### config.mk
export PLATFORM = sky130hd
export DESIGN_NAME = ip_yuv_422_ctrl
export DESIGN_NICKNAME = d
export VERILOG_FILES = /design/src/rtl/ip_yuv_422_ctrl.sv
export SDC_FILE = /design/constraint.sdc
export NUM_CORES = 1
export LEC_CHECK = 0
export BUFFER_PORTS_ARGS = -buffer_cell sky130_fd_sc_hd__buf_2
export CORE_UTILIZATION = 62
export CTS_BUF_LIST = sky130_fd_sc_hd__clkbuf_16
export DETAILED_ROUTE_END_ITERATION = 8
export PLACE_DENSITY = 0.86
export SETUP_SLACK_MARGIN = 0.2
export SLEW_MARGIN = 20
export SYNTH_ARGS = -nofsm -noshare
export SYNTH_HDL_FRONTEND = slang
export SYNTH_SLANG_ARGS = --single-unit
### constraint.sdc
create_clock -name yuv_422_ctrl_clk -period 4.7 [get_ports yuv_422_ctrl_clk]
set_input_delay 0.47 -clock yuv_422_ctrl_clk [delete_from_list [all_inputs] [get_ports yuv_422_ctrl_clk]]
set_output_delay 0.47 -clock yuv_422_ctrl_clk [all_outputs]
set_load 0.005 [all_outputs]
### src/rtl/ip_yuv_422_ctrl.sv
// Timing controller for a yuv444-to-422 converter: issues pixels in pairs per line and frame,
// with line/frame blanking, one-shot or continuous operation and a deferred stop.
module ip_yuv_422_ctrl (
  input  logic        yuv_422_ctrl_clk,
  input  logic        yuv_422_ctrl_rst_n,
  input  logic        r_start,
  input  logic        r_stop,
  input  logic        r_cont,
  input  logic [11:0] r_hsize,
  input  logic [11:0] r_vsize,
  input  logic [7:0]  r_hblk,
  input  logic [7:0]  r_vblk,
  input  logic        i_src_rdy,
  output logic        o_vstr,
  output logic        o_vend,
  output logic        o_hstr,
  output logic        o_hend,
  output logic        o_dvld,
  output logic        o_src_rd,
  output logic        o_busy,
  output logic        o_frm_done,
  output logic [11:0] o_hcnt,
  output logic [11:0] o_vcnt
);

  typedef enum logic [1:0] {StIdle, StActv, StHblk, StVblk} state_e;

  state_e      state_q, state_d;
  logic [11:0] hsize_q, vsize_q, hcnt_q, hcnt_d, vcnt_q, vcnt_d;
  logic [7:0]  hblk_q, vblk_q, blk_q, blk_d;
  logic        cont_q, stop_q, stop_d, load;
  logic        vstr_q, vstr_d, vend_q, vend_d, hstr_q, hstr_d, hend_q, hend_d;
  logic        dvld_q, dvld_d, done_q, done_d;

  logic [11:0] hsize_eff;
  logic        cfg_ok, issue, last_pix, last_line;

  assign hsize_eff = {r_hsize[11:1], 1'b0};
  assign cfg_ok    = (hsize_eff >= 12'd2) && (r_vsize != 12'd0);
  // Odd pixels never stall, so gaps only ever fall between pairs.
  assign issue     = (state_q == StActv) && (hcnt_q[0] || i_src_rdy);
  assign last_pix  = (hcnt_q == hsize_q - 12'd1);
  assign last_line = (vcnt_q == vsize_q - 12'd1);

  always_ff @(posedge yuv_422_ctrl_clk or negedge yuv_422_ctrl_rst_n) begin
    if (!yuv_422_ctrl_rst_n) begin
      state_q <= StIdle;
      hcnt_q  <= '0;
      vcnt_q  <= '0;
      blk_q   <= '0;
      stop_q  <= 1'b0;
      hsize_q <= '0;
      vsize_q <= '0;
      hblk_q  <= '0;
      vblk_q  <= '0;
      cont_q  <= 1'b0;
    end else begin
      state_q <= state_d;
      hcnt_q  <= hcnt_d;
      vcnt_q  <= vcnt_d;
      blk_q   <= blk_d;
      stop_q  <= stop_d;
      if (load) begin
        hsize_q <= hsize_eff;
        vsize_q <= r_vsize;
        hblk_q  <= r_hblk;
        vblk_q  <= r_vblk;
        cont_q  <= r_cont;
      end
    end
  end

  always_comb begin
    state_d = state_q;
    hcnt_d  = hcnt_q;
    vcnt_d  = vcnt_q;
    blk_d   = blk_q;
    load    = 1'b0;
    stop_d  = stop_q | (r_stop && (state_q != StIdle));
    unique case (state_q)
      StIdle: begin
        stop_d = 1'b0;
        if (r_start && cfg_ok) begin
          state_d = StActv;
          load    = 1'b1;
          hcnt_d  = '0;
          vcnt_d  = '0;
          stop_d  = r_stop;
        end
      end
      StActv: begin
        if (issue) begin
          if (last_pix) begin
            hcnt_d = '0;
            if (last_line) begin
              state_d = StVblk;
              blk_d   = (vblk_q == 8'd0) ? 8'd0 : vblk_q - 8'd1;
            end else begin
              vcnt_d = vcnt_q + 12'd1;
              if (hblk_q != 8'd0) begin
                state_d = StHblk;
                blk_d   = hblk_q - 8'd1;
              end
            end
          end else begin
            hcnt_d = hcnt_q + 12'd1;
          end
        end
      end
      StHblk: begin
        if (blk_q == 8'd0) state_d = StActv;
        else               blk_d   = blk_q - 8'd1;
      end
      StVblk: begin
        if (blk_q == 8'd0) begin
          hcnt_d = '0;
          vcnt_d = '0;
          if (cont_q && !stop_d && cfg_ok) begin
            state_d = StActv;
            load    = 1'b1;
          end else begin
            state_d = StIdle;
            stop_d  = 1'b0;
          end
        end else begin
          blk_d = blk_q - 8'd1;
        end
      end
      default: state_d = StIdle;
    endcase
  end

  always_comb begin
    dvld_d = issue;
    hstr_d = issue && (hcnt_q == 12'd0);
    hend_d = issue && last_pix;
    vstr_d = hstr_d && (vcnt_q == 12'd0);
    vend_d = hend_d && last_line;
    done_d = (state_q == StVblk) && (blk_q == 8'd0);
  end

  always_ff @(posedge yuv_422_ctrl_clk or negedge yuv_422_ctrl_rst_n) begin
    if (!yuv_422_ctrl_rst_n) begin
      vstr_q <= 1'b0;
      vend_q <= 1'b0;
      hstr_q <= 1'b0;
      hend_q <= 1'b0;
      dvld_q <= 1'b0;
      done_q <= 1'b0;
    end else begin
      vstr_q <= vstr_d;
      vend_q <= vend_d;
      hstr_q <= hstr_d;
      hend_q <= hend_d;
      dvld_q <= dvld_d;
      done_q <= done_d;
    end
  end

  assign o_vstr     = vstr_q;
  assign o_vend     = vend_q;
  assign o_hstr     = hstr_q;
  assign o_hend     = hend_q;
  assign o_dvld     = dvld_q;
  assign o_src_rd   = dvld_q;
  assign o_frm_done = done_q;
  assign o_busy     = (state_q != StIdle);
  assign o_hcnt     = hcnt_q;
  assign o_vcnt     = vcnt_q;

endmodule

After elaboration in Yosys (flattened, before gate mapping) --
Index checks and enable logic that the tools add are counted.
Word-level totals: logic and storage cells 99, output and inout port bits 32, register bits after elaboration 81, input port bits 46
Cells by class: reduce and logical (&&, ||, !) cells 28, bitwise operators 1, magnitude comparators 1, eq/ne operators 13, multiplexer cells 33, $add $sub $neg 7
Operators with widths (count):
- two-way mux 12 bit | 7
- one-hot mux 12 bit (3 select lines) | 2
- two-way mux 8 bit | 6
- adder 12 x 1 -> 12 bit, second input constant | 2
- equality test 12 bit | 2
- zero test 12 bit | 2
- subtractor 12 x 1 -> 12 bit, second input constant | 2
- subtractor 8 x 1 -> 8 bit, second input constant | 3
- zero test 8 bit | 2
- one-hot mux 8 bit (2 select lines) | 1
- two-way mux 2 bit | 7
- != test 2 bit, second input constant | 7
- greater-or-equal comparator 12 x 2 -> 1 bit, second input constant | 1
- AND reduction 6 bit | 2
- nonzero test 12 bit | 1
- logical AND 1 bit | 11
- one-hot mux 2 bit (4 select lines) | 1
- nonzero test 8 bit | 1
- two-way mux 1 bit | 7
- AND reduction 5 bit | 1
- equality test 2 bit, second input constant | 2
- one-hot mux 1 bit (2 select lines) | 2
- AND reduction 4 bit | 1
- nonzero test 2 bit | 2
- other kinds (8) | 8

Logic depth before layout (Yosys ltp) --
Gate-level depths: netlist of the first run.
depth in word-level cells 9, mapped depth 13

Worst setup path before layout of the first run --
Ideal clock, no wire load.
path kind flip-flop to flip-flop, start reg hsize_q[1], end reg state_q[0], slack 1.646 ns, arrival time 2.929 ns, stages on the path, launching flop included 13, buffers on the path 2, path through dfrtp_1 -> clkbuf_1 -> inv_1 -> ha_1 -> clkbuf_1 -> o21ba_2 -> a221oi_1 -> a41oi_1 -> a311o_1 -> o21ai_1 -> o21ai_0 -> a211oi_1 -> mux2_2
On the way: cells in the longest elaborated chain, start to end 4
Ends and longest elaborated chain:
- start: declaration | RTL line 29 | logic [11:0] hsize_q, vsize_q, hcnt_q, hcnt_d, vcnt_q, vcnt_d;
- start signal: assignment | RTL line 64 | hsize_q <= hsize_eff;
- subtractor 12 x 1 -> 12 bit | RTL line 42 | assign last_pix = (hcnt_q == hsize_q - 12'd1);
- equality test 12 bit | RTL line 42
- != test 2 bit (no source line)
- AND reduction 6 bit (no source line)
- end signal: assignment | RTL line 47 | state_q <= StIdle;
- end signal: assignment | RTL line 58 | state_q <= state_d;
- end: declaration | RTL line 28 | state_e state_q, state_d;
Every way passes these cells. A chain may end at the register's enable or synchronous reset.

Worst setup path in the final report of the first run --
start reg vsize_q[0], end reg blk_q[5]
On the way: cells in the longest elaborated chain, start to end 6
Ends and longest elaborated chain:
- start: declaration | RTL line 29
- start signal: assignment | RTL line 65 | vsize_q <= r_vsize;
- subtractor 12 x 1 -> 12 bit (*) | RTL line 43 | assign last_line = (vcnt_q == vsize_q - 12'd1);
- equality test 12 bit (*) | RTL line 43
- two-way mux 8 bit | RTL line 95 | if (last_line) begin
- two-way mux 8 bit | RTL line 93 | if (last_pix) begin
- two-way mux 8 bit | RTL line 92 | if (issue) begin
- one-hot mux 8 bit (2 select lines) | RTL line 80 | unique case (state_q)
- end signal: assignment | RTL line 61 | blk_q <= blk_d;
- end: declaration | RTL line 30 | logic [7:0] hblk_q, vblk_q, blk_q, blk_d;
Every way passes the cells marked *; elsewhere a longest branch is shown, timed or not. The select of a mux whose other input is x is not followed.

==> impl_metrics.json, run 1 <==
{
  "outcome": "finished clean",
  "clock_sinks": 81,
  "p_comb_frac": 0.440,
  "synth_edf_count": 0,
  "dieHeight_um": 91.7,
  "yosys_warnings": 0,
  "seq_area_frac_synth": 0.406,
  "dp_hpwl_mm": 8.54,
  "num_vias": 4454,
  "wirelength_mm": 12.2,
  "setup_violations": 0,
  "synth_cell_types": 60,
  "final_util": 0.738,
  "intPower_mw": 2.14,
  "cts.clk_slew.worst_paths_ns": 0.06,
  "async_flop_share": 1.00,
  "hp-class": "primary input to asynchronous set/reset pin",
  "synthFlopType": "dfrtp_1",
  "cpPeakStageDelay_ns": 0.81,
  "nets": 662,
  "grt_pass1_wl_mm": 20.0,
  "synth_nets": 600,
  "leakage_nw": 2.57,
  "preCtsSetupSlack_ns": 1.29,
  "cpMaxStageDelayCell": "nor4b_1",
  "syn_to_final_growth_pct": 14.9,
  "timing.fmax_mhz": 282,
  "antenna_left": 0,
  "numCtsBuffers": 9,
  "synth.avg_cell_area_um2": 9.24,
  "setup_slack_ns": 1.15,
  "grt.total_usage": 0.300,
  "dr_wl_met3_um": 679,
  "dieArea_mm2": 0.00841,
  "ir_drop_mv": 0.382,
  "p_per_area_mw_per_mm2": 641,
  "rsz0062_at_grt": "no",
  "io_pins": 78,
  "p_sw_mw": 1.54,
  "synth_top_area_frac": 0.406,
  "fin_crit_sh": 0.755,
  "endpoint_kind": "register",
  "wl_per_cell_um": 17.2,
  "ys_ff_latch": 81,
  "drv_slew": 0,
  "cts_resized": 0,
  "num_antenna_cells": 0,
  "sequentialPowerShare": 0.353,
  "met1Wirelength_mm": 5.16,
  "skew_ns": 0.00654,
  "insertion_delay_ns": 0.34,
  "r2r.worst_path.cells": 10,
  "cap_violations": 0,
  "finalHoldViolCount": 0,
  "switching_share": 0.419,
  "drive_above_1_share": 0.234,
  "cpMostUsedCell": "o21ai_0",
  "nFillCells": 565,
  "netlist_instances": 540,
  "crit_path_start_kind": "register",
  "maxSlewHeadroom": 0.348,
  "grt_overflow_total": 0,
  "rows": 32,
  "worstSetupPathDepth": 10,
  "synth_area_leaders": "dfrtp_1 (41%), mux2_2 (7.2%), xor2_1 (4.9%), ha_1 (3.5%), o21ai_0 (3.4%)",
  "drt-initial-drc-count": 293,
  "required_ns": 4.95,
  "first_global_vias": 4269,
  "die_x_um": 91.7,
  "antenna_found_initial": 0,
  "cp_max_fo": 16,
  "setup_tns_ns": 0,
  "io_buffers": 76,
  "initial_core_util": 0.642,
  "crit_arrival_ns": 3.80,
  "drc": 0,
  "postCtsSetupRepairBufs": 0,
  "topRoutingLayerUsed": "met4",
  "p_clk_frac": 0.207,
  "routed_via_density": 6.28,
  "timing.final.crit_period_ns": 3.55,
  "cts_htree_levels": 3,
  "cts.path.max_buffers": 2,
  "crit_buf_inv": 1,
  "core_mm2": 0.00777,
  "netlist_area_mm2": 0.00499,
  "gp_congestion": 0.890,
  "crit_chain": "inv_1 > ha_1 > nor4b_1 > nor3_1 > o22ai_1 > a31oi_1 > o2111a_2 > o211ai_1 > o21ai_0 > o21ai_0",
  "grt_max_degree": 82,
  "firstDrtPassIters": 6,
  "crit_type": "register to register",
  "tightest_slew_ns": 0.964,
  "synth_largest_area_cell": "dfrtp_1",
  "root_buffer": "clkbuf_16",
  "cts_tree": "built",
  "wl_met2_mm": 5.90,
  "critPathTopFamily": "compound AO/OA/AOI/OAI gates",
  "hold_buffers": 0
}
[per-stage QoR]
step	power, mW	area [um2]	hold WS, ns	cells
global placement	2.78	5410	0.486	693
CTS	3.66	5730	0.343	709
finish	3.68	5730	0.153	709
floorplan	2.48	4990	0.174	540
global route	3.93	5730	0.228	709
detailed placement	2.88	5410	0.497	693
[layout by cell type, fill, tap and decap left out, drive strengths merged, types with 3 or more instances in the layout]
cell type | synthesis | final
and2 | 3 | 3
mux2 | 32 | 32
nor2b | 5 | 5
o21ai | 35 | 35
nor2 | 40 | 40
xor2 | 28 | 28
and3 | 9 | 9
and4 | 3 | 3
nand3 | 27 | 27
nor3 | 21 | 21
mux2i | 4 | 4
nand2b | 4 | 4
clkinv | 0 | 3
nor4b | 5 | 5
or2 | 3 | 3
nor4 | 15 | 15
xnor2 | 12 | 12
or3 | 6 | 6
inv | 29 | 30
o2111ai | 5 | 5
o22ai | 3 | 3
a31oi | 8 | 8
nand2 | 43 | 43
or4 | 10 | 10
ha | 14 | 14
o21a | 3 | 3
o211ai | 3 | 3
clkbuf | 19 | 9
a21oi | 24 | 24
nand4 | 8 | 8
dfrtp | 81 | 81
buf | 8 | 78
o31ai | 7 | 7
[kinds of logic (layout without fill, tap and decap cells)]
| group | Yosys count | after routing | synth area share |
|---|---|---|---|
| buffers and inverters | 56 | 123 | 0.0446 |
| DFF | 81 | 81 | 0.406 |
| muxes | 36 | 36 | 0.0803 |
| xor gates and xnor gates | 40 | 40 | 0.0702 |
| adders and majority gates | 14 | 14 | 0.0351 |
| and+or+nand+nor | 207 | 207 | 0.223 |
| AOI/OAI and AO/OA | 106 | 106 | 0.140 |
[cells in the mapped netlist (7+ instances only)]
master and count:
dfrtp_1 81, nand2_1 43, nor2_1 40, o21ai_0 34, mux2_2 32, inv_1 29, xor2_1 28, nand3_1 27
a21oi_1 23, nor3_1 21, clkbuf_1 19, ha_1 14, nor4_1 14, xnor2_1 12, or4_1 9, a31oi_1 8
and3_1 8, nand4_1 8, o31ai_1 7
[routing by layer]
metal	up-vias	track usage
li1	2080	-
met1	2126	0.385
met2	201	0.486
met3	47	0.0547
met4	0	0.151
met5	-	0
[flip-flops by register name, indices dropped and copies added, names as in the netlist]
name	cells
o_vstr	1
o_vend	1
vsize_q	12
o_vcnt	12
cont_q	1
o_dvld	1
o_hstr	1
state_q	2
o_hcnt	12
stop_q	1
hblk_q	8
o_hend	1
hsize_q	11
blk_q	8
vblk_q	8
o_frm_done	1
[final cells by class]
class | instances | area, um2 | share of cell area
Clock inverter | 7 | 93.8 | 0.0164
Inverter | 29 | 109 | 0.0190
Sequential cell | 81 | 2030 | 0.353
Clock buffer | 9 | 225 | 0.0393
Tap cell | 102 | 128 | 0.0223
Multi-Input combinational cell | 403 | 2750 | 0.480
Timing Repair Buffer | 78 | 402 | 0.0700
[power groups by stage]
stage,sequential [mW],combinational (mW),clock [mW]
2_1_floorplan,1.18,1.30,0
3_3_place_gp,1.27,1.51,0
3_5_place_dp,1.30,1.59,0
4_1_cts,1.29,1.61,0.766
5_1_grt,1.34,1.79,0.798
6_report,1.30,1.62,0.763
[path summary, 6_finish.rpt]
path	startpoint	to	slack, ns
max	vsize_q[0]	blk_q[5]	1.15
min	yuv_422_ctrl_rst_n	o_vstr	0.15
max reg2reg	vsize_q[0]	blk_q[5]	1.15
min reg2reg	hsize_q[11]	hsize_q[11]	0.54
max in group asynchronous	yuv_422_ctrl_rst_n	stop_q	4.01
min in group yuv_422_ctrl_clk	r_vblk[0]	vblk_q[0]	0.35
(Power assumes the default switching activity.)
==> inputs of run 2 (changes only) <==
CORE_UTILIZATION = 57   (was 62)
PLACE_DENSITY = 0.8   (was 0.86)
clock period = 3.6 ns   (was 4.7 ns; I/O delays follow)
==> impl_metrics.json, run 2 (synthesis gave the netlist of run 1 again) <==
{
  "dieHeight_um": 95.6,
  "drive_above_1_share": 0.244,
  "cpPeakStageDelay_ns": 0.50,
  "rows": 33,
  "wirelength_mm": 12.3,
  "routed_via_density": 6.15,
  "nets": 671,
  "initial_core_util": 0.598,
  "antenna_found_initial": 0,
  "crit_type": "register to register",
  "cts.path.max_buffers": 2,
  "crit_chain": "inv_1 > ha_1 > o21ba_2 > a221oi_1 > a41oi_1 > a311o_1 > o21ai_2 > o211ai_2 > or4_1 > a21oi_1",
  "firstDrtPassIters": 5,
  "dp_hpwl_mm": 8.71,
  "setup_tns_ns": 0,
  "tightest_slew_ns": 0.742,
  "final_cell_area_mm2": 0.00583,
  "endpoint_kind": "register",
  "first_global_vias": 4073,
  "required_ns": 3.86,
  "r2r_end": "o_vcnt[8]",
  "num_vias": 4431,
  "layout_common_cells": "dfrtp_1 (81), buf_2 (75), nand2_1 (43)",
  "io_pins": 78,
  "crit_buf_inv": 1,
  "timing.final.crit_period_ns": 3.22,
  "skew_ns": 0.0100,
  "critPathTopFamily": "compound AO/OA/AOI/OAI gates",
  "r2r_start": "hsize_q[2]",
  "numCtsBuffers": 9,
  "setup_violations": 0,
  "cts_htree_levels": 3,
  "drt-initial-drc-count": 271,
  "ff2ff_setup_slack_ns": 0.38,
  "outcome": "finished clean",
  "hold_buffers": 0,
  "fin_crit_sh": 0.895,
  "place_area_mm2": 0.00548,
  "gp_congestion": 0.885,
  "cpMaxStageDelayCell": "or4_1",
  "insertion_delay_ns": 0.34,
  "crit_arrival_ns": 3.49,
  "clock_sinks": 81,
  "r2r.worst_path.cells": 10,
  "maxSlewHeadroom": 0.506,
  "timing.fmax_mhz": 310,
  "cp_max_fo": 15,
  "hp-class": "primary input to asynchronous set/reset pin",
  "crit_end": "o_vcnt[8]",
  "finalHoldViolCount": 0,
  "grt_max_degree": 82,
  "root_buffer": "clkbuf_16",
  "antenna_left": 0,
  "grt_pass1_wl_mm": 19.5,
  "cap_violations": 0,
  "syn_to_final_growth_pct": 16.8,
  "wl_per_cell_um": 17.0,
  "drv_slew": 0,
  "grt.total_usage": 0.280,
  "crit_path_start": "hsize_q[2]",
  "cts.clk_slew.worst_paths_ns": 0.07,
  "nFillCells": 652,
  "rsz0062_at_grt": "no",
  "crit_path_start_kind": "register",
  "num_antenna_cells": 0,
  "layout_commonest_cell": "dfrtp_1",
  "worstSetupPathDepth": 10,
  "io_buffers": 76,
  "die_x_um": 95.6,
  "ir_drop_mv": 0.415,
  "dieArea_mm2": 0.00913,
  "core_mm2": 0.00834,
  "cts_tree": "built",
  "grt_overflow_total": 0,
  "leakage_nw": 2.63,
  "p_per_area_mw_per_mm2": 853,
  "drc": 0
}
run 2: metrics by stage:
stage	utilization	power, mW	worst slack, ns	cells	hold WS (ns)
6_report	0.698	4.97	0.377	721	0.0341
5_1_grt	0.698	5.30	0.191	721	0.124
2_1_floorplan	-	3.24	0.546	540	0.0644
4_1_cts	0.697	4.92	0.272	720	0.236
3_5_place_dp	0.656	3.85	0.323	704	0.526
3_3_place_gp	0.656	3.72	0.449	704	0.513
run 2: repair_timing:
action	4_1_cts	5_1_grt
setup buffers	0	1
endpoints found under the setup margin	0	14
endpoints found under the hold margin	0	0
gates resized for setup	0	1
run 2: routing by layer:
metal,vias to the layer above,GRT usage,part of all wire
met4,0,0.112,0.017
met3,21,0.0510,0.054
met1,2161,0.383,0.45
met2,155,0.439,0.48
met5,-,0,0
li1,2094,-,-
run 2: final cells by class:
type | count | area, um2 | share of cell area
Multi-Input combinational cell | 403 | 2750 | 0.473
Timing Repair Buffer | 87 | 469 | 0.0805
Tap cell | 105 | 131 | 0.0226
Sequential cell | 81 | 2030 | 0.348
Inverter | 29 | 109 | 0.0187
Clock buffer | 9 | 225 | 0.0387
Clock inverter | 7 | 110 | 0.0189
run 2: worst register-to-register path, delay by kind of cell, from the launching register on:
family | cells | cell delay (ns)
compound gates | 7 | 1.79
buf+inv | 1 | 0.09
flops | 1 | 0.48
fa+ha+maj | 1 | 0.30
simple gates | 1 | 0.50
run 2: worst min-delay path by stage:
stage | end | slack (ns) | cells after the start | from
global placement | hsize_q[11] | 0.51 | 1 | hsize_q[11]
global route | o_vcnt[11] | 0.12 | 1 | yuv_422_ctrl_rst_n
floorplan | blk_q[0] | 0.06 | 0 | yuv_422_ctrl_rst_n
CTS | hblk_q[1] | 0.24 | 3 | r_hblk[1]
detailed placement | vsize_q[11] | 0.53 | 1 | vsize_q[11]
finish | o_vcnt[8] | 0.03 | 1 | yuv_422_ctrl_rst_n
run 2: report_power, final:
| group | internal [mW] | switching (mW) | leakage (nW) |
|---|---|---|---|
| clock network | 0.673 | 0.375 | 0.170 |
| logic | 1.01 | 1.22 | 1.43 |
| registers | 1.24 | 0.445 | 1.03 |
| total | 2.92 | 2.04 | 2.63 |
==> inputs of run 3 (changes only) <==
clock period = 3.2 ns   (was 3.6 ns; I/O delays follow)
==> impl_metrics.json, run 3 (synthesis gave the netlist of run 1 again) <==
{
  "wl_met2_mm": 5.97,
  "core_mm2": 0.00834,
  "dieArea_mm2": 0.00913,
  "r2r_end": "state_q[0]",
  "crit_arrival_ns": 3.21,
  "cts.clk_slew.worst_paths_ns": 0.06,
  "clock_sinks": 81,
  "grt_pass1_wl_mm": 19.6,
  "setup_slack_ns": 0.206,
  "cpPeakStageDelay_ns": 0.51,
  "dieHeight_um": 95.6,
  "rsz0062_at_grt": "no",
  "die_x_um": 95.6,
  "setup_tns_ns": 0,
  "antenna_left": 0,
  "cts.path.max_buffers": 2,
  "wirelength_mm": 12.4,
  "crit_buf_inv": 1,
  "skew_ns": 0.00632,
  "cpMaxStageDelayCell": "or4b_4",
  "nFillCells": 634,
  "cap_violations": 0,
  "outcome": "finished clean",
  "crit_chain": "inv_1 > ha_4 > or4b_4 > nor4_1 > nand3_1 > nand3_1 > o2111a_2 > o21ai_0 > a211oi_2 > mux2_2",
  "insertion_delay_ns": 0.34,
  "p_per_area_mw_per_mm2": 952,
  "leakage_nw": 2.66,
  "drive_above_1_share": 0.269,
  "firstDrtPassIters": 5,
  "grt.total_usage": 0.279,
  "topRoutingLayerUsed": "met4",
  "crit_type": "register to register",
  "ir_drop_mv": 0.535,
  "regArea_mm2": 0.00203,
  "drc": 0,
  "drv_slew": 0,
  "hp-class": "primary input to asynchronous set/reset pin",
  "ff2ff_setup_slack_ns": 0.21,
  "fin_crit_sh": 0.936,
  "setup_violations": 0,
  "multi_input_area_mm2": 0.00283,
  "num_antenna_cells": 0,
  "syn_to_final_growth_pct": 18.7,
  "root_buffer": "clkbuf_16",
  "wl_per_cell_um": 17.0,
  "gp_congestion": 0.901,
  "cpMostUsedCell": "nand3_1",
  "cts_tree": "built",
  "tightest_slew_ns": 0.744,
  "layout_commonest_cell": "dfrtp_1",
  "endpoint_kind": "register",
  "cp_max_fo": 6,
  "initial_core_util": 0.598,
  "maxSlewHeadroom": 0.504,
  "crit_path_start_kind": "register",
  "layout_common_cells": "dfrtp_1 (80), buf_2 (75), nand2_1 (43)",
  "numCtsBuffers": 9,
  "first_global_vias": 4108,
  "timing.fmax_mhz": 334,
  "finalHoldViolCount": 0,
  "grt_overflow_total": 0,
  "r2r.worst_path.cells": 10,
  "grt_max_degree": 82,
  "num_vias": 4479,
  "dr_wl_met3_um": 780,
  "met1Wirelength_mm": 5.36,
  "drt-initial-drc-count": 266,
  "nets": 680,
  "io_pins": 78,
  "hold_buffers": 0,
  "timing.final.crit_period_ns": 2.99,
  "r2r_start": "vsize_q[0]",
  "total_power_mw": 5.64,
  "preCtsSetupSlack_ns": 0.130,
  "io_buffers": 76,
  "final_cell_area_mm2": 0.00592,
  "required_ns": 3.42,
  "antenna_found_initial": 0,
  "dp_hpwl_mm": 8.80,
  "routed_via_density": 6.14,
  "rows": 33,
  "cts_htree_levels": 3,
  "place_area_mm2": 0.00550,
  "critPathTopFamily": "simple AND/OR/NAND/NOR gates"
}
-- run 3: final cells by class --
| type | count | share of cell area |
|---|---|---|
| clock buffer | 9 | 0.0380 |
| multi-input combinational | 403 | 0.477 |
| timing repair buffer | 96 | 0.0913 |
| sequential | 81 | 0.342 |
| clock inverter | 6 | 0.0101 |
| inverter | 29 | 0.0184 |
| tap | 105 | 0.0222 |
-- run 3: worst reg2reg max path, delay by kind of cell, from the launching register on --
kind | cells | cell delay, ns
and+or+nand+nor | 4 | 1.08
AOI/OAI and AO/OA | 3 | 0.69
DFF | 1 | 0.41
muxes | 1 | 0.38
adders and majority gates | 1 | 0.18
buffers and inverters | 1 | 0.13
-- run 3: through the flow --
stage                     cells  hold WS, ns   util
after detailed placement    707        0.490  0.660
after global placement      707        0.490  0.660
after global routing        729       0.0833  0.710
after CTS                   722        0.179  0.695
after floorplan             540       0.0244      -
final                       729       0.0209  0.710
-- run 3: repair_timing --
item / in CTS / in global routing
buffers inserted: 0 / 7
gates resized for setup: 2 / 13
pin swaps: 0 / 6
endpoints found under the setup margin: 3 / 26
-- run 3: report_power, final --
part	switching (mW)	total (mW)	leakage, nW	internal [mW]
combinational	1.45	2.73	1.48	1.28
sequential	0.502	1.90	1.03	1.40
clock	0.410	1.01	0.144	0.597
total	2.36	5.64	2.66	3.27
-- run 3: per-layer routing --
layer,track usage,up-vias
li1,-,2123
met1,0.370,2167
met2,0.443,161
met3,0.0630,28
met4,0.111,0
met5,0,-
-- run 3: how the worst max path moves through the flow --
stage | start | depth (start not counted) | end | slack, ns
floorplan | hsize_q[1] | 12 | state_q[0] | 0.24
global placement | hsize_q[2] | 10 | state_q[0] | 0.23
detailed placement | vsize_q[0] | 10 | state_q[0] | 0.13
CTS | vsize_q[0] | 11 | o_vcnt[5] | 0.19
global route | vsize_q[0] | 10 | state_q[0] | 0.15
finish | vsize_q[0] | 10 | state_q[0] | 0.21
